File: src/rtl/hazard_ctrl_pkg.sv
// Shared processor definitions used by the hazard controller.
// Holds the controller state encoding and the hard-wired zero register index.
package hazard_ctrl_pkg;

    typedef enum logic [1:0] {
        RUN      = 2'b00,
        MEM_WAIT = 2'b01,
        HALT     = 2'b10
    } state_t;

    localparam logic [4:0] REG_ZERO = 5'd0;

endpackage

File: src/rtl/hazard_ctrl_wait_timer.sv
// Counts consecutive data-memory wait cycles and flags when the limit is reached.
module hazard_ctrl_wait_timer #(
    parameter int MAX_WAIT = 16
) (
    input  logic clk,
    input  logic rst,
    input  logic load,
    input  logic inc,
    output logic timeout
);

    localparam int CW = $clog2(MAX_WAIT + 1);

    logic [CW-1:0] cnt;

    assign timeout = (cnt == CW'(MAX_WAIT));

    always_ff @(posedge clk) begin
        if (rst) begin
            cnt <= '0;
        end else if (load) begin
            cnt <= CW'(1);
        end else if (inc && !timeout) begin
            cnt <= cnt + CW'(1);
        end else begin
            cnt <= '0;
        end
    end

endmodule

File: src/rtl/hazard_ctrl.sv
// Pipeline stall/flush controller: load-use bubbles, taken-branch flushes,
// data-memory freeze with timeout-to-halt, and saturating performance counters.
module hazard_ctrl
    import hazard_ctrl_pkg::*;
#(
    parameter int size     = 32,
    parameter int MAX_WAIT = 16
) (
    input  logic            CLK,
    input  logic            RST,
    input  logic [4:0]      ID_Rs1,
    input  logic [4:0]      ID_Rs2,
    input  logic            ID_UsesRs2,
    input  logic [4:0]      EX_Rd,
    input  logic            EX_MemRead,
    input  logic            EX_BranchTaken,
    input  logic            DMem_Req,
    input  logic            DMem_Ready,
    output logic            PC_Write,
    output logic            IFID_Write,
    output logic            IDEX_Write,
    output logic            EXMEM_Write,
    output logic            IFID_Flush,
    output logic            IDEX_Flush,
    output logic            MEMWB_Flush,
    output logic            Halted,
    output logic [1:0]      State,
    output logic [size-1:0] StallCycles,
    output logic [size-1:0] FlushCount
);

    state_t state;
    logic   freeze;
    logic   load_use;
    logic   branch_eff;
    logic   timeout;
    logic   wait_load;
    logic   wait_inc;

    assign State = state;

    assign freeze   = DMem_Req && !DMem_Ready && (state != HALT);
    assign load_use = EX_MemRead && (EX_Rd != REG_ZERO) &&
                      ((EX_Rd == ID_Rs1) || (ID_UsesRs2 && (EX_Rd == ID_Rs2)));

    // A branch only counts on the cycle its flush is actually applied.
    assign branch_eff = !RST && (state != HALT) && !freeze && EX_BranchTaken;

    assign wait_load = !RST && freeze && (state == RUN);
    assign wait_inc  = !RST && freeze && (state == MEM_WAIT);

    hazard_ctrl_wait_timer #(
        .MAX_WAIT(MAX_WAIT)
    ) u_wait_timer (
        .clk    (CLK),
        .rst    (RST),
        .load   (wait_load),
        .inc    (wait_inc),
        .timeout(timeout)
    );

    always_comb begin
        PC_Write    = 1'b1;
        IFID_Write  = 1'b1;
        IDEX_Write  = 1'b1;
        EXMEM_Write = 1'b1;
        IFID_Flush  = 1'b0;
        IDEX_Flush  = 1'b0;
        MEMWB_Flush = 1'b0;
        Halted      = 1'b0;
        if (RST) begin
            PC_Write    = 1'b0;
            IFID_Flush  = 1'b1;
            IDEX_Flush  = 1'b1;
            MEMWB_Flush = 1'b1;
        end else if (state == HALT) begin
            PC_Write    = 1'b0;
            IFID_Write  = 1'b0;
            IDEX_Write  = 1'b0;
            EXMEM_Write = 1'b0;
            IFID_Flush  = 1'b1;
            IDEX_Flush  = 1'b1;
            MEMWB_Flush = 1'b1;
            Halted      = 1'b1;
        end else if (freeze) begin
            PC_Write    = 1'b0;
            IFID_Write  = 1'b0;
            IDEX_Write  = 1'b0;
            EXMEM_Write = 1'b0;
            MEMWB_Flush = 1'b1;
        end else if (EX_BranchTaken) begin
            IFID_Flush  = 1'b1;
            IDEX_Flush  = 1'b1;
        end else if (load_use) begin
            PC_Write    = 1'b0;
            IFID_Write  = 1'b0;
            IDEX_Flush  = 1'b1;
        end
    end

    always_ff @(posedge CLK) begin
        if (RST) begin
            state       <= RUN;
            StallCycles <= '0;
            FlushCount  <= '0;
        end else begin
            case (state)
                RUN:      if (freeze) state <= MEM_WAIT;
                MEM_WAIT: begin
                    if (!freeze)      state <= RUN;
                    else if (timeout) state <= HALT;
                end
                HALT:     state <= HALT;
                default:  state <= RUN;
            endcase
            if (!PC_Write && (StallCycles != '1)) begin
                StallCycles <= StallCycles + 1'b1;
            end
            if (branch_eff && (FlushCount != '1)) begin
                FlushCount <= FlushCount + 1'b1;
            end
        end
    end

endmodule
File: config.mk
export PLATFORM = sky130hd
export DESIGN_NAME = hazard_ctrl
export DESIGN_NICKNAME = d
export VERILOG_FILES = /design/src/rtl/hazard_ctrl_pkg.sv /design/src/rtl/hazard_ctrl_wait_timer.sv /design/src/rtl/hazard_ctrl.sv
export SDC_FILE = /design/constraint.sdc
export NUM_CORES = 1
export LEC_CHECK = 0
export BUFFER_PORTS_ARGS = -buffer_cell sky130_fd_sc_hd__clkbuf_2
export CAP_MARGIN = 10
export CORE_MARGIN = 2
export CORE_UTILIZATION = 49
export DETAILED_ROUTE_END_ITERATION = 8
export GPL_TIMING_DRIVEN = 1
export PLACE_DENSITY = 0.84
export SLEW_MARGIN = 5
export SYNTH_ARGS = -nofsm -noshare
export SYNTH_HDL_FRONTEND = slang
export SYNTH_SLANG_ARGS = --single-unit
File: constraint.sdc
create_clock -name CLK -period 3.9 [get_ports CLK]
set_input_delay 0.78 -clock CLK [delete_from_list [all_inputs] [get_ports CLK]]
set_output_delay 0.78 -clock CLK [all_outputs]
set_load 0.005 [all_outputs]
==> results of run 1 <==
[report_power, final]
group / leakage (nW) / internal (mW) / total (mW) / switching, mW
clock network: 0.0858 / 0.231 / 0.527 / 0.296
logic: 1.04 / 0.0355 / 0.0928 / 0.0573
registers: 0.572 / 0.729 / 0.736 / 0.00669
total: 1.70 / 0.996 / 1.36 / 0.360
[sequential cells by signal, summed over array words and instances (netlist names)]
| signal | cells |
|---|---|
| State | 2 |
| FlushCount | 32 |
| StallCycles | 32 |
| u_wait_timer.cnt | 5 |
[layout make-up]
type	count	area share [%]
Clock buffer	9	2.81
Clock inverter	7	1.08
Inverter	11	0.938
Multi-Input combinational cell	339	48.7
Sequential cell	71	32.3
Tap cell	99	2.81
Timing Repair Buffer	98	11.3
[worst max-delay path: cells and delay by family]
| family | cells | cell delay (ps) |
|---|---|---|
| buf+inv | 3 | 410 |
| compound gates | 2 | 460 |
| simple gates | 2 | 580 |
[cell families (layout without fill, tap and decap cells)]
logic type | after synthesis | in the layout | synth area share (%)
XOR/XNOR | 41 | 41 | 9.62
flip-flops | 71 | 71 | 38.1
AND/OR/NAND/NOR | 217 | 217 | 33.7
adder cells (fa/ha/maj) | 4 | 4 | 1.34
multiplexers | 3 | 3 | 0.871
buffers and inverters | 35 | 125 | 4.49
AO/OA/AOI/OAI | 74 | 74 | 11.9
[metal layers]
layer,vias up,GRT usage (%)
met5,-,0
li1,1794,-
met1,1703,28.0
met3,22,4.98
met2,117,36.8
met4,0,10.4
[worst paths after layout]
check,to,cells after the start,slack (ps)
setup reg to reg,StallCycles[4],7,1310
hold reg to reg,StallCycles[31],2,500
setup / recovery,PC_Write,7,880
hold / removal,StallCycles[31],2,500
[placed cells by master, fill, tap and decap left out, types with 19 or more instances in the layout]
master | netlist | routed
xnor2_1 | 24 | 24
or4_1 | 19 | 19
clkbuf_2 | 0 | 95
nand2_1 | 28 | 28
nand3_1 | 27 | 27
nand4_1 | 21 | 21
a21oi_1 | 33 | 33
dfxtp_1 | 71 | 71
nor2_1 | 48 | 48
==> results_dict.tcl, run 1 <==
set metrics [dict create \
    yosys_warnings 0 \
    maxUsedRoutingLayer "met4" \
    rsz0062_at_grt "no" \
    clkTransAtPathRegs_ps 80 \
    leakagePower_nw 1.70 \
    detail_route.first_pass.iterations 5 \
    min_from "StallCycles[31]" \
    setup_violations 0 \
    clk_path_buf_depth 2 \
    routed_via_density 5.74 \
    portBuffers 95 \
    synthCells 445 \
    postSynthAreaPerCell_um2 8.39 \
    yosysMostFrequentCell "dfxtp_1" \
    drt_iter0_drc 155 \
    crit_path_end_kind "primary output" \
    die_h_um 91.3 \
    hold_class "reg -> reg" \
    multi_input_area_um2 2140 \
    tritoncts "done" \
    netlist.area_leader.share_pct 38.1 \
    clock-skew-final_ps 5.84 \
    num_io_pins 96 \
    crit_path_start "EX_Rd[1]" \
    finish.utilization_pct 60.0 \
    wl_per_cell_um 14.3 \
    yosys-top-cells-area "dfxtp_1 38%, xnor2_1 5.6%, nor2_1 4.8%" \
    finalCritPeriodShare_pct 77.3 \
    wl_met2_um 4430 \
    post_cts_buffers 0 \
    finalSetupTns_ps 0 \
    grt_max_degree 69 \
    vias 3636 \
    first_global_vias 3355 \
    pre_cts_ws_ps 855 \
    grt_pass1_wl_um 15500 \
    ys_seq_elements 71 \
    status "finished, final reports clean" \
    dpl_cell_area_um2 4230 \
    cts.sinks 71 \
    synth_top_cell_by_area "dfxtp_1" \
    area_growth_syn_to_layout_pct 17.9 \
    netlist_area_um2 3730 \
    drc_errors 0 \
    synth_common_cells "71 x dfxtp_1, 48 x nor2_1, 33 x a21oi_1, 28 x nand2_1, 27 x nand3_1" \
    drv_cap 0 \
    antenna_found_initial 0 \
    holdWs_ps 502 \
    synth_edf_count 0 \
    netlist-cell-type-count 50 \
    cts_max_level 3 \
    grt_overflow 0 \
    crit_slowest_cell "or4_1" \
    seq_area_um2 1420 \
    fillers 661 \
    crit_required_ps 3120 \
    max_freq_mhz 332 \
    dp.cells 618 \
    cts_root_buffer "clkbuf_8" \
    finalNetCount 556 \
    relSlewSlack_pct 33.8 \
    power.density_nw_per_um2 308 \
    drive_gt1_share_pct 24.9 \
    hpwl_um 6580 \
    diodes 0 \
    fp.coreArea_um2 7330 \
    cts_hold_buffers 0 \
    fin_ws_ps 883 \
    clock_latency_ps 350 \
    design_area_um2 4400 \
    r2r_start "StallCycles[20]" \
    rows 31 \
    worst_pin_slew_ps 990 \
    grt_usage_pct 22.4 \
    met3_wirelength_um 461 \
    met1_length_um 3940 \
    slew_violations 0 \
    cp_cell_sequence "clkbuf_2, or4_1, o21ai_0, nor2_1, a21oi_1, buf_4, clkbuf_2" \
    ir_worst_vdd_v 0.000158 \
    numCtsBuffers 9 \
    crit_top_cell "clkbuf_2" \
    seq_area_frac_synth_pct 38.1 \
    ant_nets 0 \
    fin_crit_ps 3020 \
    dieArea_um2 8330 \
    dieWidth_um 91.3 \
    syn_nets 471 \
    path_class "in -> out" \
    routed_wl_um 9060 \
    synth_ff_type "dfxtp_1" \
    arrival_ps 2240 \
    slowest_delay_ps 510 \
    cts_resized 0 \
    total_power_mw 1.36 \
    hold_viol 0 \
    start_util_pct 50.9 \
    routabilityCongestion 0.870 \
    crit_path_max_fanout 12 \
    synth_async_sr_flop_share_pct 0 \
    cp-start-kind "input port" \
    final_cells 634 \
]
Power figures use the tool's default switching activity.
==> run 2: changes to the inputs <==
Clock period 3.9 ns to 3 ns, I/O delays scaled along.
==> results_dict.tcl, run 2 (synthesis results as in run 1) <==
set metrics [dict create \
    status "finished, final reports clean" \
    wl_per_cell_um 14.6 \
    fillers 647 \
    r2r_cells 7 \
    power.density_nw_per_um2 398 \
    worst_pin_slew_ps 732 \
    portBuffers 95 \
    leakagePower_nw 1.73 \
    grt_overflow 0 \
    slew_violations 0 \
    relSlewSlack_pct 51.1 \
    min_from "StallCycles[9]" \
    rows 31 \
    hold_class "reg -> reg" \
    crit_path_start "EX_Rd[1]" \
    p_int_mw 1.35 \
    start_util_pct 50.9 \
    path_class "in -> out" \
    crit_slowest_cell "or4_1" \
    grt_max_degree 69 \
    cp-start-kind "input port" \
    tritoncts "done" \
    power_frac_comb_pct 7.4 \
    finalCritPeriodShare_pct 85.7 \
    first_global_vias 3578 \
    clock-skew-final_ps 7.98 \
    arrival_ps 1970 \
    rsz0062_at_grt "no" \
    hold_viol 0 \
    hold_end "StallCycles[9]" \
    detail_route.first_pass.iterations 4 \
    final_cells 640 \
    grt_usage_pct 23.3 \
    setup_violations 0 \
    crit_required_ps 2400 \
    top_regs "FlushCount (32), StallCycles (32), u_wait_timer.cnt (5)" \
    fp.coreArea_um2 7330 \
    hpwl_um 6770 \
    r2r_start "StallCycles[20]" \
    diodes 0 \
    cp_cell_sequence "clkbuf_2, or4_1, o21ai_0, nand2b_1, nand2b_1, nand2b_1, clkbuf_2" \
    clock_latency_ps 340 \
    drive_gt1_share_pct 25.3 \
    finalNetCount 562 \
    dp.cells 624 \
    pwr-share-clk_pct 38.7 \
    vias 3630 \
    routed_wl_um 9310 \
    cts_max_level 3 \
    crit_family "simple AND/OR/NAND/NOR gates" \
    ant_nets 0 \
    clk_path_buf_depth 2 \
    numCtsBuffers 9 \
    reg2reg_to "StallCycles[1]" \
    rrSetupSlack_ps 620 \
    clkTransAtPathRegs_ps 70 \
    path_buf_inv 2 \
    layout_commonest_cell "clkbuf_2" \
    cts_root_buffer "clkbuf_8" \
    power.switching_mw 0.430 \
    drv_cap 0 \
    finalSetupTns_ps 0 \
    dieArea_um2 8330 \
    p_seq_share_pct 53.9 \
    mostFrequentLayoutCells "95 x clkbuf_2, 71 x dfxtp_1, 48 x nor2_1" \
    antenna_found_initial 0 \
    drt_iter0_drc 173 \
    crit_path_max_fanout 3 \
    grt_pass1_wl_um 16100 \
    drc_errors 0 \
    crit_top_cell "nand2b_1" \
    routed_via_density 5.67 \
    cts.sinks 71 \
    whs_path_depth 2 \
    crit_path_end_kind "primary output" \
    max_freq_mhz 389 \
    fin_crit_ps 2570 \
    num_io_pins 96 \
    p_sw_share_pct 24.2 \
    die_h_um 91.3 \
    cts_hold_buffers 0 \
    dieWidth_um 91.3 \
    routabilityCongestion 0.868 \
    slowest_delay_ps 510 \
    cts_resized 0 \
    post_cts_buffers 0 \
    ir_worst_vdd_v 0.000325 \
    area_growth_syn_to_layout_pct 19.5 \
]
==> run 2: cell count changes in the layout (fill, tap and decap cells not counted), sizes merged <==
| cell | change |
|---|---|
| inv | -2 |
| clkinvlp | -1 |
| clkbuf | +4 |
| clkinv | -1 |
| buf | +6 |
==> run 2: worst max path at each step <==
stage                 endpoint  slack (ps)  cells past startpoint
2_1_floorplan         PC_Write         640                      5
3_3_place_gp   StallCycles[18]         470                      8
3_5_place_dp    StallCycles[1]         350                      8
4_1_cts               PC_Write         410                      6
5_1_grt             IDEX_Flush         320                      7
6_report            IDEX_Flush         430                      7
==> run 2: through the flow <==
step	hold slack, ps	power [mW]	area, um2	worst slack (ps)	utilization [%]
6_report	511	1.78	4460	428	60.9
3_5_place_dp	499	1.11	4290	347	58.5
4_1_cts	509	1.79	4460	414	60.9
2_1_floorplan	472	1.06	3730	641	-
3_3_place_gp	480	1.10	4290	470	58.5
5_1_grt	533	1.84	4460	321	60.9
==> run 2: metal layers <==
| metal | track usage [%] | part of all wire, % | vias up |
|---|---|---|---|
| li1 | - | - | 1797 |
| met2 | 41.0 | 50 | 106 |
| met4 | 6.44 | 1.3 | 0 |
| met5 | 0 | 0 | - |
| met1 | 27.7 | 43 | 1714 |
| met3 | 6.31 | 5.4 | 13 |
==> run 2: worst reg2reg max path, stage by stage (launching register included) <==
cell      delay, ps
dfxtp_1         480
nand4_2         180
nor4_2          450
nand4_1         230
o211ai_2        340
buf_4           310
mux2i_1         210
nor2_1           50
==> run 2: layout make-up <==
type	instances	area [um2]	area share, %
Inverter	11	41.3	0.925
Timing Repair Buffer	104	556	12.4
Clock inverter	3	17.5	0.392
Tap cell	99	124	2.78
Sequential cell	71	1420	31.8
Multi-Input combinational cell	339	2140	48.1
Clock buffer	13	159	3.56
==> run 2: power by group through the flow <==
stage               clock network (mW)  logic, mW  registers [mW]
floorplan                            0     0.0797           0.977
global placement                     0      0.126           0.978
detailed placement                   0      0.132           0.978
CTS                              0.700      0.132           0.957
global route                     0.740      0.146           0.957
finish                           0.687      0.131           0.957
